### src/rtl/counters_pkg.sv
// Shared types and constants for the push-button front end and the counter blocks.
package counters_pkg;

    typedef enum logic [1:0] {
        RELEASED     = 2'd0,
        PRESS_PEND   = 2'd1,
        PRESSED      = 2'd2,
        RELEASE_PEND = 2'd3
    } debounce_state_t;

    localparam int DEFAULT_PULSE_METER = 2000000;
    localparam int BOARD_CLK_HZ        = 50000000;

    // Bits needed to hold any value in 0..max_value.
    function automatic int count_width(input int max_value);
        return (max_value < 2) ? 1 : $clog2(max_value + 1);
    endfunction

endpackage

### src/rtl/sync_2ff.sv
// Two-flop synchroniser for an asynchronous pad input; reset value is a parameter so
// active-low pads can park in their idle level.
module sync_2ff #(
    parameter logic RESET_VALUE = 1'b0
) (
    input  logic clk,
    input  logic reset,
    input  logic d,
    output logic q
);

    logic meta;

    always_ff @(posedge clk) begin
        if (reset) begin
            meta <= RESET_VALUE;
            q    <= RESET_VALUE;
        end else begin
            meta <= d;
            q    <= meta;
        end
    end

endmodule

### src/rtl/button_debouncer.sv
// Debounces one active-low push-button into a clean level plus press/release strobes.
// Optional hold-to-repeat on press_pulse is built when BUTTON_DEBOUNCER_AUTO_REPEAT_EN is defined.
module button_debouncer
    import counters_pkg::*;
#(
    parameter int PULSE_METER   = DEFAULT_PULSE_METER,
    parameter int CNT_WIDTH     = 25,
    parameter int REPEAT_DELAY  = 25000000,
    parameter int REPEAT_PERIOD = 5000000
) (
    input  logic clk,
    input  logic reset,
    input  logic button,
    output logic btn_level,
    output logic press_pulse,
    output logic release_pulse
);

    if (PULSE_METER < 2 || longint'(PULSE_METER) > ((longint'(1) << CNT_WIDTH) - 1)) begin : g_bad_meter
        $error("button_debouncer: PULSE_METER out of range for CNT_WIDTH");
    end
    if (REPEAT_DELAY < 1 || REPEAT_PERIOD < 1) begin : g_bad_repeat
        $error("button_debouncer: repeat timing must be at least one cycle");
    end

    localparam logic [CNT_WIDTH-1:0] CNT_ONE  = CNT_WIDTH'(1);
    localparam logic [CNT_WIDTH-1:0] CNT_LAST = CNT_WIDTH'(PULSE_METER - 1);

    logic            synced;
    logic            s;
    debounce_state_t state, state_next;
    logic [CNT_WIDTH-1:0] cnt, cnt_next;
    logic            press_next;
    logic            release_next;
    logic            level_next;
    logic            strobe_press;

    // Pad idles high (released), so the synchroniser parks at 1.
    sync_2ff #(.RESET_VALUE(1'b1)) u_sync (
        .clk   (clk),
        .reset (reset),
        .d     (button),
        .q     (synced)
    );

    assign s = ~synced;

    always_comb begin
        state_next   = state;
        cnt_next     = cnt;
        press_next   = 1'b0;
        release_next = 1'b0;
        case (state)
            RELEASED: begin
                if (s) begin
                    state_next = PRESS_PEND;
                    cnt_next   = CNT_ONE;
                end else begin
                    cnt_next   = '0;
                end
            end
            PRESS_PEND: begin
                if (!s) begin
                    state_next = RELEASED;
                    cnt_next   = '0;
                end else if (cnt == CNT_LAST) begin
                    state_next = PRESSED;
                    cnt_next   = '0;
                    press_next = 1'b1;
                end else begin
                    cnt_next   = cnt + 1'b1;
                end
            end
            PRESSED: begin
                if (!s) begin
                    state_next = RELEASE_PEND;
                    cnt_next   = CNT_ONE;
                end else begin
                    cnt_next   = '0;
                end
            end
            RELEASE_PEND: begin
                if (s) begin
                    state_next   = PRESSED;
                    cnt_next     = '0;
                end else if (cnt == CNT_LAST) begin
                    state_next   = RELEASED;
                    cnt_next     = '0;
                    release_next = 1'b1;
                end else begin
                    cnt_next     = cnt + 1'b1;
                end
            end
            default: begin
                state_next = RELEASED;
                cnt_next   = '0;
            end
        endcase
        level_next = (state_next == PRESSED) || (state_next == RELEASE_PEND);
    end

`ifdef BUTTON_DEBOUNCER_AUTO_REPEAT_EN
    localparam int REP_MAX = (REPEAT_DELAY > REPEAT_PERIOD) ? REPEAT_DELAY : REPEAT_PERIOD;
    localparam int REP_W   = count_width(REP_MAX);
    localparam logic [REP_W-1:0] REP_DELAY_V  = REP_W'(REPEAT_DELAY);
    localparam logic [REP_W-1:0] REP_PERIOD_V = REP_W'(REPEAT_PERIOD);

    logic [REP_W-1:0] rep_cnt, rep_cnt_next;
    logic             rep_phase, rep_phase_next;
    logic [REP_W-1:0] rep_target;
    logic             repeat_fire;

    // Counts only stable PRESSED cycles; RELEASE_PEND leaves it frozen so a bounce resumes it.
    always_comb begin
        rep_cnt_next   = rep_cnt;
        rep_phase_next = rep_phase;
        repeat_fire    = 1'b0;
        rep_target     = rep_phase ? REP_PERIOD_V : REP_DELAY_V;
        if (state == PRESSED && s) begin
            if (rep_cnt + 1'b1 == rep_target) begin
                repeat_fire    = 1'b1;
                rep_cnt_next   = '0;
                rep_phase_next = 1'b1;
            end else begin
                rep_cnt_next   = rep_cnt + 1'b1;
            end
        end else if (state == RELEASED || state == PRESS_PEND) begin
            rep_cnt_next   = '0;
            rep_phase_next = 1'b0;
        end
    end

    always_ff @(posedge clk) begin
        if (reset) begin
            rep_cnt   <= '0;
            rep_phase <= 1'b0;
        end else begin
            rep_cnt   <= rep_cnt_next;
            rep_phase <= rep_phase_next;
        end
    end

    assign strobe_press = press_next | repeat_fire;
`else
    assign strobe_press = press_next;
`endif

    always_ff @(posedge clk) begin
        if (reset) begin
            state         <= RELEASED;
            cnt           <= '0;
            btn_level     <= 1'b0;
            press_pulse   <= 1'b0;
            release_pulse <= 1'b0;
        end else begin
            state         <= state_next;
            cnt           <= cnt_next;
            btn_level     <= level_next;
            press_pulse   <= strobe_press;
            release_pulse <= release_next;
        end
    end

endmodule

### config.mk
export PLATFORM = sky130hd
export DESIGN_NAME = button_debouncer
export DESIGN_NICKNAME = d
export VERILOG_FILES = /design/src/rtl/counters_pkg.sv /design/src/rtl/sync_2ff.sv /design/src/rtl/button_debouncer.sv
export SDC_FILE = /design/constraint.sdc
export NUM_CORES = 1
export LEC_CHECK = 0
export ABC_CLOCK_PERIOD_IN_PS = 1900
export CORE_AREA = 4 4 69 71
export DETAILED_ROUTE_END_ITERATION = 8
export DIE_AREA = 0 0 73 75
export DONT_BUFFER_PORTS = 1
export GPL_TIMING_DRIVEN = 0
export PLACE_DENSITY = 0.53
export SETUP_SLACK_MARGIN = 0.2
export SLEW_MARGIN = 5
export SYNTH_ARGS = -nofsm -noshare
export SYNTH_HDL_FRONTEND = slang
export SYNTH_SLANG_ARGS = --single-unit
export TNS_END_PERCENT = 20
### constraint.sdc
create_clock -name clk -period 1.9 [get_ports clk]
set_input_delay 0.38 -clock clk [delete_from_list [all_inputs] [get_ports clk]]
set_output_delay 0.38 -clock clk [all_outputs]
set_load 0.05 [all_outputs]
# After elaboration in Yosys (flattened, before gate mapping)
# Index checks and enable logic that the tools add are counted.
[word_totals] regBits=32 out_inout_bits=3
[classes] addsub=1 n_eq_ne=6 mux=14 n_bitwise=3 n_reduce_logical=4
[ops] op="25-bit one-hot mux with 4 select lines" count=1
[ops] op="25-bit 2-to-1 mux" count=3
[ops] op="25-bit by 1-bit adder with 25-bit output (second input constant)" count=1
[ops] op="25-bit by 21-bit equality test with 1-bit output (second input constant)" count=1
[ops] op="2-bit 2-to-1 mux" count=6
[ops] op="2-bit equality test (second input constant)" count=4
[ops] op="2-bit one-hot mux with 4 select lines" count=1
[ops] op="3-bit OR reduction" count=2
[ops] op="1-bit 2-to-1 mux" count=3
[ops] op="1-bit inverter" count=3
[ops] op="2-bit by 1-bit equality test with 1-bit output (second input constant)" count=1
[ops] op="2-bit zero test" count=1
[ops] op="1-bit logical OR" count=1

# Longest topological paths before layout
[logic_depth] ltp_word=6 depth_mapped=7 depth_no_buf=6

# Modules after synthesis
# Synthesis repeated with hierarchy kept, for this count alone.
[unflattened] hier_cells=152 hier_area_um2=1378.8
[by_module_without_submodules] module="button_debouncer" n_inst=1 cells_per_inst=148 area_each_um2=1326.3 seq_area_each_um2=600.6
[by_module_without_submodules] module="sync_2ff" n_inst=1 cells_per_inst=4 area_each_um2=52.6 seq_area_each_um2=40.0

# Worst setup path after synthesis
# No wires, ideal clock.
[synth_timing] kind="register to register" start="reg cnt[0]" end="reg cnt[20]" arrival_ns=1.720 t_required_ns=1.826 slack_ns=0.106 path_stages_with_launch=7 cell_sequence="dfxtp_1 -> ha_1 -> nand2_1 -> nor4_2 -> nand2_1 -> or3_1 -> a31oi_1"
[synth_between] elab_chain_cells=4 word_cells_on_any_way=6
[synth_rtl] element="start, declared" line_no="button_debouncer.sv:32" source="logic [CNT_WIDTH-1:0] cnt, cnt_next;"
[synth_rtl] element="start signal, assigned" line_no="button_debouncer.sv:157" source="cnt <= cnt_next;"
[synth_rtl] element="25-bit by 1-bit adder with 25-bit output / 25-bit by 21-bit equality test with 1-bit output (equally long branches)"
[synth_rtl] element="25-bit 2-to-1 mux (*)" line_no="button_debouncer.sv:66, button_debouncer.sv:86"
[synth_rtl] element="25-bit 2-to-1 mux (on tied branches)" line_no="button_debouncer.sv:83, button_debouncer.sv:63"
[synth_rtl] element="25-bit one-hot mux with 4 select lines (*)" line_no="button_debouncer.sv:53" source="case (state)"
# Mark *: on every way between the ends. The rest lies on a longest branch, timed or not.
# A chain may end at the register's enable or synchronous reset.

# Worst setup path after layout
[layout_timing] start="reg cnt[21]" end="reg state[1]"
[layout_between] elab_chain_cells=4 word_cells_on_any_way=6
[layout_rtl] element="25-bit by 21-bit equality test with 1-bit output (*)" line_no="button_debouncer.sv:66, button_debouncer.sv:86"
[layout_rtl] element="2-bit 2-to-1 mux (on tied branches)" line_no="button_debouncer.sv:86, button_debouncer.sv:66"
[layout_rtl] element="2-bit 2-to-1 mux (on tied branches)" line_no="button_debouncer.sv:83, button_debouncer.sv:63"
[layout_rtl] element="2-bit one-hot mux with 4 select lines (*)" line_no="button_debouncer.sv:53"
[layout_rtl] element="end signal, assigned" line_no="button_debouncer.sv:156" source="state <= state_next;"
[layout_rtl] element="end, declared" line_no="button_debouncer.sv:31" source="debounce_state_t state, state_next;"
# Marks and branches as above.

==> qor.yml <==
synthesis:
  synth_enable_flop_cells: 0
  netlist-cell-type-count: 31
  synth.cell_area_um2: 1399
  synth_area_per_cell_um2: 8.853
  synth.net_count: 162
  ys_ff_latch: 32
  synthFlopType: "dfxtp_1"
  yosysSeqAreaShare_pct: 45.80
  yosys_warnings: 0
  postSynthCellCount: 158
  async_reset_ff_share_pct: 0
power_and_ir_drop:
  p_leak_nw: 0.5258
  vdd_drop_max_mv: 0.4410
  power_density_nw_per_um2: 723.5
clock_tree:
  postCtsHoldBufs: 0
  insertion_delay_ps: 280
  htree_levels: 2
  cts_tree: "yes"
  numCtsBuffers: 5
  clockRootBuffer: "clkbuf_8"
  clkSinkCount: 32
  clk_pin_slew_ps: 70
  clk_path_buf_depth: 2
die:
  die_h_um: 75
  num_io_pins: 6
  core_area_um2: 4234
  die_area_um2: 5475
  rows: 24
  initial_core_util_pct: 33.04
  dieWidth_um: 73
detailed_routing:
  drt_iter0_drc: 78
  ant_nets: 0
  drc: 0
  dr.pass1.iters: 4
  vias: 1097
  wl_per_cell_um: 12.31
  postRouteWirelength_um: 2745
  vias_per_cell: 4.919
sta:
  finalSetupTns_ps: 0
  rsz0062_at_grt: "yes"
  period_needed_ps: 1846
  setup_ws_ps: 54.38
  tightest_slew_ps: 492.1
  clock_skew_ps: 4.978
  timing.final.crit_share_pct: 97.14
  slew_violations: 0
  slew_headroom_pct: 67.10
  holdWs_ps: 152.4
  hold_viol: 0
  fmax_ghz: 0.5418
  final-setup-viol-count: 0
outcome:
  status: "finished, final reports clean"
critical_path:
  critPathArrivalTime_ps: 2060
  critPathLaunchType: "flip-flop"
  worstPathMaxFanout: 6
  slowest_delay_ps: 540
  cp-end-kind: "flip-flop"
  cp_cell_sequence: "or4_1 > nor4_2 > nand3_2 > or3_4 > a21oi_1"
  slowest_stage: "or4_1"
  path_class: "flip-flop to flip-flop"
  worstPathRequired_ps: 2110
global_route:
  grt.overflow.total: 0
  grt_usage_pct: 11.21
  grt_max_degree: 11
  antenna_found_initial: 0
  grt_pass1_vias: 1030
  grt_first_pass_wirelength_um: 4623
layout:
  nNetsFinal: 174
  antennaDiodeCount: 0
  nFillCells: 426
  area_growth_pct: 20.04
  drive_above_1_share_pct: 23.98
  fin_area_um2: 1679
  post-route-util_pct: 39.66
placement:
  place_ws_ps: -121.1
  hpwl_um: 1904
  gp_congestion: 0.7799
  portBuffers: 0
  placed_area_um2: 1474
worst_hold_path:
  min_path_type: "input port to flip-flop"
flow_run:
  drv_cap: 0
==> layout by cell type, fill, tap and decap left out, types with 2 or more instances in the layout <==
| cell type | n |
|---|---|
| buf_4 | 5 |
| clkbuf_8 | 6 |
| inv_1 | 3 |
| xor2_1 | 10 |
| or2_2 | 2 |
| nor2_1 | 31 |
| or4_1 | 2 |
| nand3_1 | 10 |
| nor3_1 | 2 |
| nor4_1 | 2 |
| dfxtp_1 | 21 |
| buf_6 | 2 |
| nand2b_1 | 2 |
| dfxtp_2 | 10 |
| nor4_4 | 2 |
| xnor2_1 | 12 |
| a21oi_1 | 3 |
| nand4_1 | 6 |
| a31oi_1 | 2 |
| nand2_1 | 12 |
| clkinv_2 | 2 |
| and3_1 | 4 |
==> logic make-up after synthesis <==
kind of cell	Yosys count	share of synthesized area, %
flip-flops	32	45.80
XOR/XNOR	22	13.77
AO/OA/AOI/OAI	9	4.025
adder cells (fa/ha/maj)	1	0.8943
buffers and inverters	7	2.146
AND/OR/NAND/NOR	87	33.36
==> worst max-delay path, delay by kind of cell (launching register included) <==
| family | cells | cell delay [ps] |
|---|---|---|
| compound gates | 1 | 120 |
| flops | 1 | 350 |
| simple gates | 4 | 1300 |
==> path summary, 6_finish.rpt <==
path | endpoint | cells after the start | slack, ps | startpoint
worst max-delay path | state[1]$_SDFF_PP0_ | 5 | 50 | cnt[21]$_SDFF_PP0_
worst min-delay path | btn_level$_SDFF_PP0_ | 1 | 150 | reset
worst max register to register | state[1]$_SDFF_PP0_ | 5 | 50 | cnt[21]$_SDFF_PP0_
worst min register to register | u_sync.q$_SDFF_PP1_ | 1 | 430 | u_sync.meta$_SDFF_PP1_
==> final cells by class <==
cell class / instances / area, um2 / share of cell area (%)
Multi-Input combinational cell: 119 / 780.7 / 46.50
Sequential cell: 32 / 656.9 / 39.12
Clock buffer: 6 / 82.58 / 4.918
Tap cell: 52 / 65.06 / 3.875
Timing Repair Buffer: 5 / 37.54 / 2.235
Buffer: 4 / 35.03 / 2.086
Inverter: 3 / 11.26 / 0.6706
Clock inverter: 2 / 10.01 / 0.5961
==> power by group <==
part	total (mW)	internal [mW]	switching (mW)
registers	0.676	0.672	0.00318
logic	0.00691	0.00450	0.00241
clock network	0.532	0.289	0.244
==> flip-flops by register name, indices dropped and copies added (netlist names) <==
signal / count
u_sync.q: 1
release_pulse: 1
u_sync.meta: 1
press_pulse: 1
cnt: 25
state: 2
btn_level: 1
==> cells in the mapped netlist (3+ instances only) <==
| cell | count | area share, % |
|---|---|---|
| nand2_1 | 13 | 3.5 |
| inv_1 | 3 | 0.80 |
| a21oi_1 | 4 | 1.4 |
| nand4_1 | 6 | 2.7 |
| and3_1 | 4 | 1.8 |
| xor2_1 | 10 | 6.3 |
| dfxtp_1 | 32 | 46 |
| nand3_1 | 10 | 3.6 |
| nor3_1 | 3 | 1.1 |
| nor2_1 | 31 | 8.3 |
| buf_2 | 3 | 1.1 |
| xnor2_1 | 12 | 7.5 |
==> through the flow <==
step	cells	power, mW
final	223	1.215
after floorplan	158	0.6964
after detailed placement	210	0.6980
after CTS	223	1.228
after global routing	223	1.257
after global placement	210	0.6978
==> per-layer routing <==
| layer | wire (um) | global-route usage [%] | share of wire [%] |
|---|---|---|---|
| met4 | 45 | 4.303 | 1.6 |
| met1 | 1345 | 14.07 | 49 |
| met5 | 0 | 0 | 0 |
| met2 | 1280 | 18.17 | 47 |
| met3 | 73 | 3.338 | 2.7 |
==> repair_timing <==
item | 4_1_cts | 5_1_grt
buffers inserted | 5 | 0
resized for setup | 9 | 16
gates cloned | 0 | 0
setup endpoints to repair | 27 | 30
pin swaps | 3 | 0
Note: power is estimated with default switching activity, not from simulation.
